### src/rtl/gpr_dump_reader_pkg.sv
// Shared definitions for the register-file dump reader: geometry defaults
// (also used by the register file itself) and the FSM state encoding.
package gpr_dump_reader_pkg;

    localparam int DEF_NREG   = 32;
    localparam int DEF_IDX_W  = 5;
    localparam int DEF_DATA_W = 32;

    localparam logic [1:0] ST_IDLE  = 2'd0;
    localparam logic [1:0] ST_READ  = 2'd1;
    localparam logic [1:0] ST_DRAIN = 2'd2;
    localparam logic [1:0] ST_FIN   = 2'd3;

    typedef enum logic [1:0] {
        IDLE  = ST_IDLE,
        READ  = ST_READ,
        DRAIN = ST_DRAIN,
        FIN   = ST_FIN
    } dump_state_t;

endpackage

### src/rtl/gpr_dump_outreg.sv
// Single-entry output holding register with valid/ready handshake and a
// running XOR of every word the consumer accepts.
module gpr_dump_outreg
    import gpr_dump_reader_pkg::*;
#(
    parameter int IDX_W  = DEF_IDX_W,
    parameter int DATA_W = DEF_DATA_W
) (
    input  logic              clk,
    input  logic              clr_n,
    input  logic              load,
    input  logic              flush,
    input  logic              acc_clr,
    input  logic [IDX_W-1:0]  load_idx,
    input  logic [DATA_W-1:0] load_data,
    input  logic              out_ready,
    output logic              out_valid,
    output logic [IDX_W-1:0]  out_idx,
    output logic [DATA_W-1:0] out_data,
    output logic [DATA_W-1:0] acc,
    output logic              accept
);

    assign accept = out_valid && out_ready;

    // A flush drops the held word and suppresses that cycle's accumulation.
    always_ff @(posedge clk or negedge clr_n) begin
        if (!clr_n) begin
            out_valid <= 1'b0;
            out_idx   <= '0;
            out_data  <= '0;
            acc       <= '0;
        end else if (flush) begin
            out_valid <= 1'b0;
        end else begin
            if (acc_clr) begin
                acc <= '0;
            end else if (accept) begin
                acc <= acc ^ out_data;
            end
            if (load) begin
                out_valid <= 1'b1;
                out_idx   <= load_idx;
                out_data  <= load_data;
            end else if (accept) begin
                out_valid <= 1'b0;
            end
        end
    end

endmodule

### src/rtl/gpr_dump_reader.sv
// Walks a wrapping register index range over one RF read port and streams
// index/value pairs out, ending with a done pulse and an XOR checksum.
module gpr_dump_reader
    import gpr_dump_reader_pkg::*;
#(
    parameter int NREG   = DEF_NREG,
    parameter int IDX_W  = DEF_IDX_W,
    parameter int DATA_W = DEF_DATA_W
) (
    input  logic              clk,
    input  logic              clr_n,
    input  logic              start,
    input  logic [IDX_W-1:0]  first_idx,
    input  logic [IDX_W-1:0]  last_idx,
    input  logic              abort,
    output logic [IDX_W-1:0]  rd_addr,
    input  logic [DATA_W-1:0] rd_data,
    output logic              out_valid,
    input  logic              out_ready,
    output logic [IDX_W-1:0]  out_idx,
    output logic [DATA_W-1:0] out_data,
    output logic              busy,
    output logic              done,
    output logic [DATA_W-1:0] checksum
);

    dump_state_t       state_q, state_d;
    logic [IDX_W-1:0]  idx_q, idx_d;
    logic [IDX_W-1:0]  last_q, last_d;
    logic [DATA_W-1:0] checksum_q;
    logic [DATA_W-1:0] acc;
    logic              accept;
    logic              load;
    logic              flush;
    logic              acc_clr;

    always_ff @(posedge clk or negedge clr_n) begin
        if (!clr_n) begin
            state_q    <= IDLE;
            idx_q      <= '0;
            last_q     <= '0;
            checksum_q <= '0;
        end else begin
            state_q <= state_d;
            idx_q   <= idx_d;
            last_q  <= last_d;
            if (state_q == FIN) begin
                checksum_q <= acc;
            end
        end
    end

    // Abort outranks capture/accept; the index wraps explicitly at NREG.
    always_comb begin
        state_d = state_q;
        idx_d   = idx_q;
        last_d  = last_q;
        load    = 1'b0;
        flush   = 1'b0;
        acc_clr = 1'b0;
        rd_addr = '0;
        busy    = 1'b0;
        done    = 1'b0;
        case (state_q)
            IDLE: begin
                if (start) begin
                    idx_d   = first_idx;
                    last_d  = last_idx;
                    acc_clr = 1'b1;
                    state_d = READ;
                end
            end
            READ: begin
                rd_addr = idx_q;
                busy    = 1'b1;
                if (abort) begin
                    flush   = 1'b1;
                    state_d = IDLE;
                end else if (!out_valid || out_ready) begin
                    load = 1'b1;
                    if (idx_q == last_q) begin
                        state_d = DRAIN;
                    end else if (idx_q == IDX_W'(NREG - 1)) begin
                        idx_d = '0;
                    end else begin
                        idx_d = idx_q + IDX_W'(1);
                    end
                end
            end
            DRAIN: begin
                rd_addr = idx_q;
                busy    = 1'b1;
                if (abort) begin
                    flush   = 1'b1;
                    state_d = IDLE;
                end else if (accept) begin
                    state_d = FIN;
                end
            end
            FIN: begin
                done    = 1'b1;
                state_d = IDLE;
            end
            default: begin
                state_d = IDLE;
            end
        endcase
    end

    // During the done cycle the accumulator already holds the final value.
    assign checksum = (state_q == FIN) ? acc : checksum_q;

    gpr_dump_outreg #(
        .IDX_W  (IDX_W),
        .DATA_W (DATA_W)
    ) u_outreg (
        .clk       (clk),
        .clr_n     (clr_n),
        .load      (load),
        .flush     (flush),
        .acc_clr   (acc_clr),
        .load_idx  (idx_q),
        .load_data (rd_data),
        .out_ready (out_ready),
        .out_valid (out_valid),
        .out_idx   (out_idx),
        .out_data  (out_data),
        .acc       (acc),
        .accept    (accept)
    );

endmodule

### config.mk
export PLATFORM = sky130hd
export DESIGN_NAME = gpr_dump_reader
export DESIGN_NICKNAME = d
export VERILOG_FILES = /design/src/rtl/gpr_dump_reader_pkg.sv /design/src/rtl/gpr_dump_outreg.sv /design/src/rtl/gpr_dump_reader.sv
export SDC_FILE = /design/constraint.sdc
export NUM_CORES = 1
export LEC_CHECK = 0
export CAP_MARGIN = 20
export CORE_UTILIZATION = 52
export DETAILED_ROUTE_END_ITERATION = 8
export GPL_ROUTABILITY_DRIVEN = 0
export GPL_TIMING_DRIVEN = 1
export PLACE_DENSITY_LB_ADDON = 0.2
export SYNTH_ARGS = -nofsm -noshare
export SYNTH_HDL_FRONTEND = slang
export SYNTH_SLANG_ARGS = --single-unit
### constraint.sdc
create_clock -name clk -period 2.37 [get_ports clk]
set_input_delay 0.474 -clock clk [delete_from_list [all_inputs] [get_ports clk]]
set_output_delay 0.474 -clock clk [all_outputs]
set_load 0.05 [all_outputs]
# --- Word level (Yosys, flattened, before mapping) ---
# Index checks and enable logic that the tools add are counted.
totals:
  reg_bits: 114
  in_bits: 47
  output_inout_bits: 77
  elab_cells: 65
op_classes:
  muxes: 29
  n_reduce_logical: 13
  n_addsub: 1
  n_bitwise: 2
  n_eq_ne: 12
op_table:
  columns: ["operator", "n"]
  rows:
  - ["2-to-1 mux 32 bit", 3]
  - ["bitwise XOR 32 bit", 1]
  - ["2-to-1 mux 5 bit", 6]
  - ["2-to-1 mux 1 bit", 12]
  - ["2-to-1 mux 2 bit", 6]
  - ["one-hot mux 5 bit (2 select lines)", 1]
  - ["inequality test 3 bit, second input constant", 3]
  - ["inequality test 2 bit, second input constant", 4]
  - ["one-hot mux 2 bit (4 select lines)", 1]
  - ["AND reduction 2 bit", 3]
  - ["adder 5 x 1 -> 5 bit, second input constant", 1]
  - ["== test 5 bit", 1]
  - ["== test 5 bit, second input constant", 1]
  - ["AND reduction 5 bit", 1]
  - ["== test 2 bit, second input constant", 2]
  - ["AND reduction 4 bit", 1]
  - ["nonzero test 2 bit", 2]
  - ["nonzero test 3 bit", 1]
  - ["== test 2 x 1 -> 1 bit, second input constant", 1]
  - ["zero test 2 bit", 1]
  - ["OR reduction 2 bit", 1]
  - ["logical AND 1 bit", 1]
  - ["zero test 1 bit", 1]
  - ["logical OR 1 bit", 1]
  - ["inverter 1 bit", 1]

# --- Longest topological paths before layout ---
# Gate-level depths: netlist of run 1.
depth:
  depth_word: 7
  mapped_depth: 8
  ltp_nobuf: 7

# --- Cells and area by module ---
# From an unflattened synthesis of run 1, not the netlist that was laid out.
hier_totals:
  hier_cells: 417
  area_unflattened_um2: 5362.6
modules_own_cells:
  columns: ["mod", "cells_per_inst", "seq_area_each_um2", "area_each_um2", "n_inst"]
  rows:
  - ["gpr_dump_outreg", 267, 1751.7, 3367.0, 1]
  - ["gpr_dump_reader", 150, 1101.1, 1995.7, 1]

# --- Worst setup path before layout of run 1 ---
# Ideal clock, no wire load.
synth_path:
  path_kind: "register to output"
  startpoint: "register state_q[0]"
  endpoint: "output checksum[12]"
  arrival_time_ns: 1.830
  n_path_buf: 2
  path_slack_ns: 0.066
  path_stages_with_launch: 5
  required_time_ns: 1.896
  cell_sequence: "dfrtp_1 ha_1 clkbuf_1 buf_2 mux2_1"
synth_between:
  elab_chain_len: 2
synth_rtl:
  columns: ["item", "line_no", "source"]
  rows:
  - ["from (decl)", "gpr_dump_reader.sv:27", "dump_state_t state_q, state_d;"]
  - ["from (signal assigned)", "gpr_dump_reader.sv:44", "state_q <= state_d;"]
  - ["== test 2 bit", "gpr_dump_reader.sv:111", "assign checksum = (state_q == FIN) ? acc : checksum_q;"]
  - ["2-to-1 mux 32 bit", "gpr_dump_reader.sv:111", null]
  - ["to (decl)", "gpr_dump_reader.sv:24", "output logic [DATA_W-1:0] checksum"]
# No other way between the ends.

# --- Final worst setup path of run 1 ---
layout_path:
  startpoint: "register state_q[1]"
  endpoint: "output checksum[29]"
# Same word-level chain as after synthesis.

==> results of run 1 <==
==> final timing paths <==
| kind | end | slack [ns] | depth (start not counted) |
|---|---|---|---|
| min in group asynchronous | u_outreg.out_data[27]$_DFFE_PN0P_ | 0.53 | 2 |
| max in group asynchronous | u_outreg.out_idx[3]$_DFFE_PN0P_ | 1.22 | 3 |
| worst min-delay path | u_outreg.out_idx[4]$_DFFE_PN0P_ | 0.49 | 1 |
| worst max register to register | idx_q[3]$_DFFE_PN0P_ | 0.46 | 8 |
| worst max-delay path | checksum[29] | 0.01 | 4 |
| worst min register to register | u_outreg.out_idx[4]$_DFFE_PN0P_ | 0.49 | 1 |
==> per-layer routing <==
metal	part of all wire	vias to the layer above	GRT usage	wire length (µm)
li1	-	1507	-	-
met3	0.054	14	0.0809	585
met2	0.52	101	0.411	5560
met1	0.41	1669	0.291	4460
met4	0.016	0	0.0781	178
met5	0	-	0	0
==> layout make-up <==
type	count	share of cell area
multi-input combinational	234	0.269
sequential	114	0.408
timing repair buffer	137	0.211
tap	108	0.0193
clock inverter	14	0.0293
clock buffer	18	0.0611
inverter	5	0.00268
==> logic make-up after synthesis <==
| logic type | after synthesis |
|---|---|
| adder cells (fa/ha/maj) | 7 |
| flip-flops | 114 |
| AND/OR/NAND/NOR | 93 |
| XOR/XNOR | 37 |
| multiplexers | 78 |
| AO/OA/AOI/OAI | 19 |
| buffers and inverters | 19 |
==> layout by cell type, fill, tap and decap left out, drive strengths merged <==
cell	count
and2b	1
and3	1
o21ai	11
nor3	2
a21oi	6
clkdlybuf4s50	83
nor3b	1
nand2b	4
nand2	38
dfrtp	114
mux2	74
nand3	4
xor2	32
clkinv	4
buf	53
inv	7
ha	7
dlygate4sd3	1
bufinv	4
nor2	36
clkbuf	18
clkinvlp	4
nor2b	1
xnor2	5
and2	5
o211ai	2
mux2i	4
==> sequential cells by signal, summed over array words and instances, names as in the netlist <==
signal,cells
checksum_q,32
u_outreg.acc,32
u_outreg.out_data,32
idx_q,5
last_q,5
u_outreg.out_idx,5
state_q,2
u_outreg.out_valid,1
==> worst max-delay path, stage by stage, from the launching register on <==
cell	delay, ns
dfrtp_1	0.41
ha_4	0.21
buf_12	0.17
mux2_1	0.38
buf_4	0.21
==> through the flow <==
step	hold slack (ns)	TNS, ns	cells	setup WS [ns]	util
6_report	0.491	0	630	0.0148	0.795
5_1_grt	0.512	-0.250	630	-0.0403	0.795
4_1_cts	0.492	-0.00737	628	-0.00737	0.785
3_5_place_dp	0.476	0	594	0.306	0.706
3_3_place_gp	0.468	0	594	0.351	0.706
2_1_floorplan	0.178	0	367	0.0664	-
==> timing repair <==
item                                    in CTS  in global routing
gates cloned                                 1                  0
resized for setup                            4                 30
endpoints found under the hold margin       39                  0
hold buffers                                 1                  0
setup buffers                                0                  2
endpoints found under the setup margin      37                 32
pin swaps                                    0                  1
==> metrics.yaml, run 1 <==
logic_synthesis:
  synthAdderAreaFrac: 0.0183
  netlist_instances: 367
  syn_nets: 421
  synth_xor_area_frac: 0.0677
  yosys.area_share.simple: 0.0894
  avgSynthCellArea_um2: 13.0
  yosysMostFrequentCell: "dfrtp_1"
  synth_top_family_by_area: "multiplexers"
  synth.mux.area_fraction: 0.182
  synth_edf_count: 0
  ys_top_cells_by_area: "dfrtp_1 60%, mux2_1 15%, xor2_1 5.9%"
  synth_cell_types: 32
  synth_compound_area_frac: 0.0256
  synth-seq-cells: 114
  yosysSeqAreaShare: 0.596
  yosys-top-cells-count: "114 x dfrtp_1, 63 x mux2_1, 38 x nand2_1, 35 x nor2_1, 32 x xor2_1"
  synth.top_cell.area_share: 0.596
  ys.flop_type: "dfrtp_1"
  netlist.top_cell.by_area: "dfrtp_1"
  async_flop_share: 1.00
  synth_area_mm2: 0.00479
  ys_warn_count: 0
routing:
  route.detailed.wl_per_inst_um: 17.1
  finalWirelength_mm: 10.8
  drtIter0Drc: 71
  viasPerCell: 5.22
  first_pass_iters: 6
  via_count: 3291
  ant_nets: 0
  route.detailed.drc: 11
timing:
  rsz0062_at_grt: "yes"
  fin_crit_sh: 0.994
  tightest_slew_ns: 0.546
  drv_slew: 0
  slew_headroom: 0.636
  finClkSkew_ns: 0.0108
  period_minus_slack_ns: 2.36
  max_freq_ghz: 0.425
  hold_violations: 0
  setup-violations-final: 0
cts:
  cts.sinks: 114
  cts_htree_levels: 4
  cts_buffers: 17
  clk_pin_slew_worst_paths_ns: 0.06
  clockBufferDepth: 2
  clk_latency_ns: 0.50
  cts_tree: "built"
  cts-root-buf: "clkbuf_8"
global_routing:
  track_usage: 0.242
  grt_start_max_net_pins: 43
  grt_pass1_vias: 3682
  grt_pass1_wl_mm: 17.9
  antenna_found_initial: 0
  grt_overflow_total: 0
worst_setup_path:
  start_kind: "flop"
  endpoint_kind: "primary output"
  cp.required_ns: 1.90
  path_max_fanout: 17
  crit_type: "flop to primary output"
  worstPathArrival_ns: 1.88
  reg2reg_from: "state_q[1]$_DFFE_PN0P_"
  cp-startpoint: "state_q[1]$_DFFE_PN0P_"
floorplan:
  fp.dieArea_mm2: 0.00959
  die_x_um: 97.9
  start_util: 0.543
  coreArea_mm2: 0.00881
  io_pins: 124
  num_rows: 34
  die_h_um: 97.9
status:
  violations: "design-rule violations"
  status: "finished, violations left"
hold_path:
  holdCritStartpoint: "u_outreg.out_idx[4]$_DFFE_PN0P_"
  holdCritPathClass: "flop to flop"
finish:
  stdcell_area_mm2: 0.00700
  diodes: 0
  fill_cells: 537
  drive_gt1_frac: 0.228
  area_delta_synth_final_pct: 46.2
  multi_input_area_mm2: 0.00188
  final_nets: 563
  seq_area_mm2: 0.00285
placed_design:
  dpl.hpwl_mm: 6.70
  numPortBuffers: 123
  placed_area_mm2: 0.00622
run:
  max_cap_viol_count: 0
Power of run 1 is left out: the tool's default activity adds up to more than one toggle a clock period on the data nets, which glitch-free logic cannot reach.
==> run 2: changes to the inputs <==
--- a/config.mk
+++ b/config.mk
@@ -5,7 +5,7 @@
 export SDC_FILE = /design/constraint.sdc
 export NUM_CORES = 1
 export LEC_CHECK = 0
-export CAP_MARGIN = 20
+export CAP_MARGIN = 10
 export CORE_UTILIZATION = 52
 export DETAILED_ROUTE_END_ITERATION = 8
 export GPL_ROUTABILITY_DRIVEN = 0
==> results of run 2 <==
The final DEF is identical to that of run 1; final timing and power are the same.
Power of run 2 is left out for the same reason.
==> run 3: changes to the inputs <==
--- a/config.mk
+++ b/config.mk
@@ -7,6 +7,7 @@
 export LEC_CHECK = 0
 export CAP_MARGIN = 10
 export CORE_UTILIZATION = 52
+export CTS_CLUSTER_DIAMETER = 100
 export DETAILED_ROUTE_END_ITERATION = 8
 export GPL_ROUTABILITY_DRIVEN = 0
 export GPL_TIMING_DRIVEN = 1
==> results of run 3 <==
The final DEF is identical to that of run 1; final timing and power are the same.
Power of run 3 is left out for the same reason.
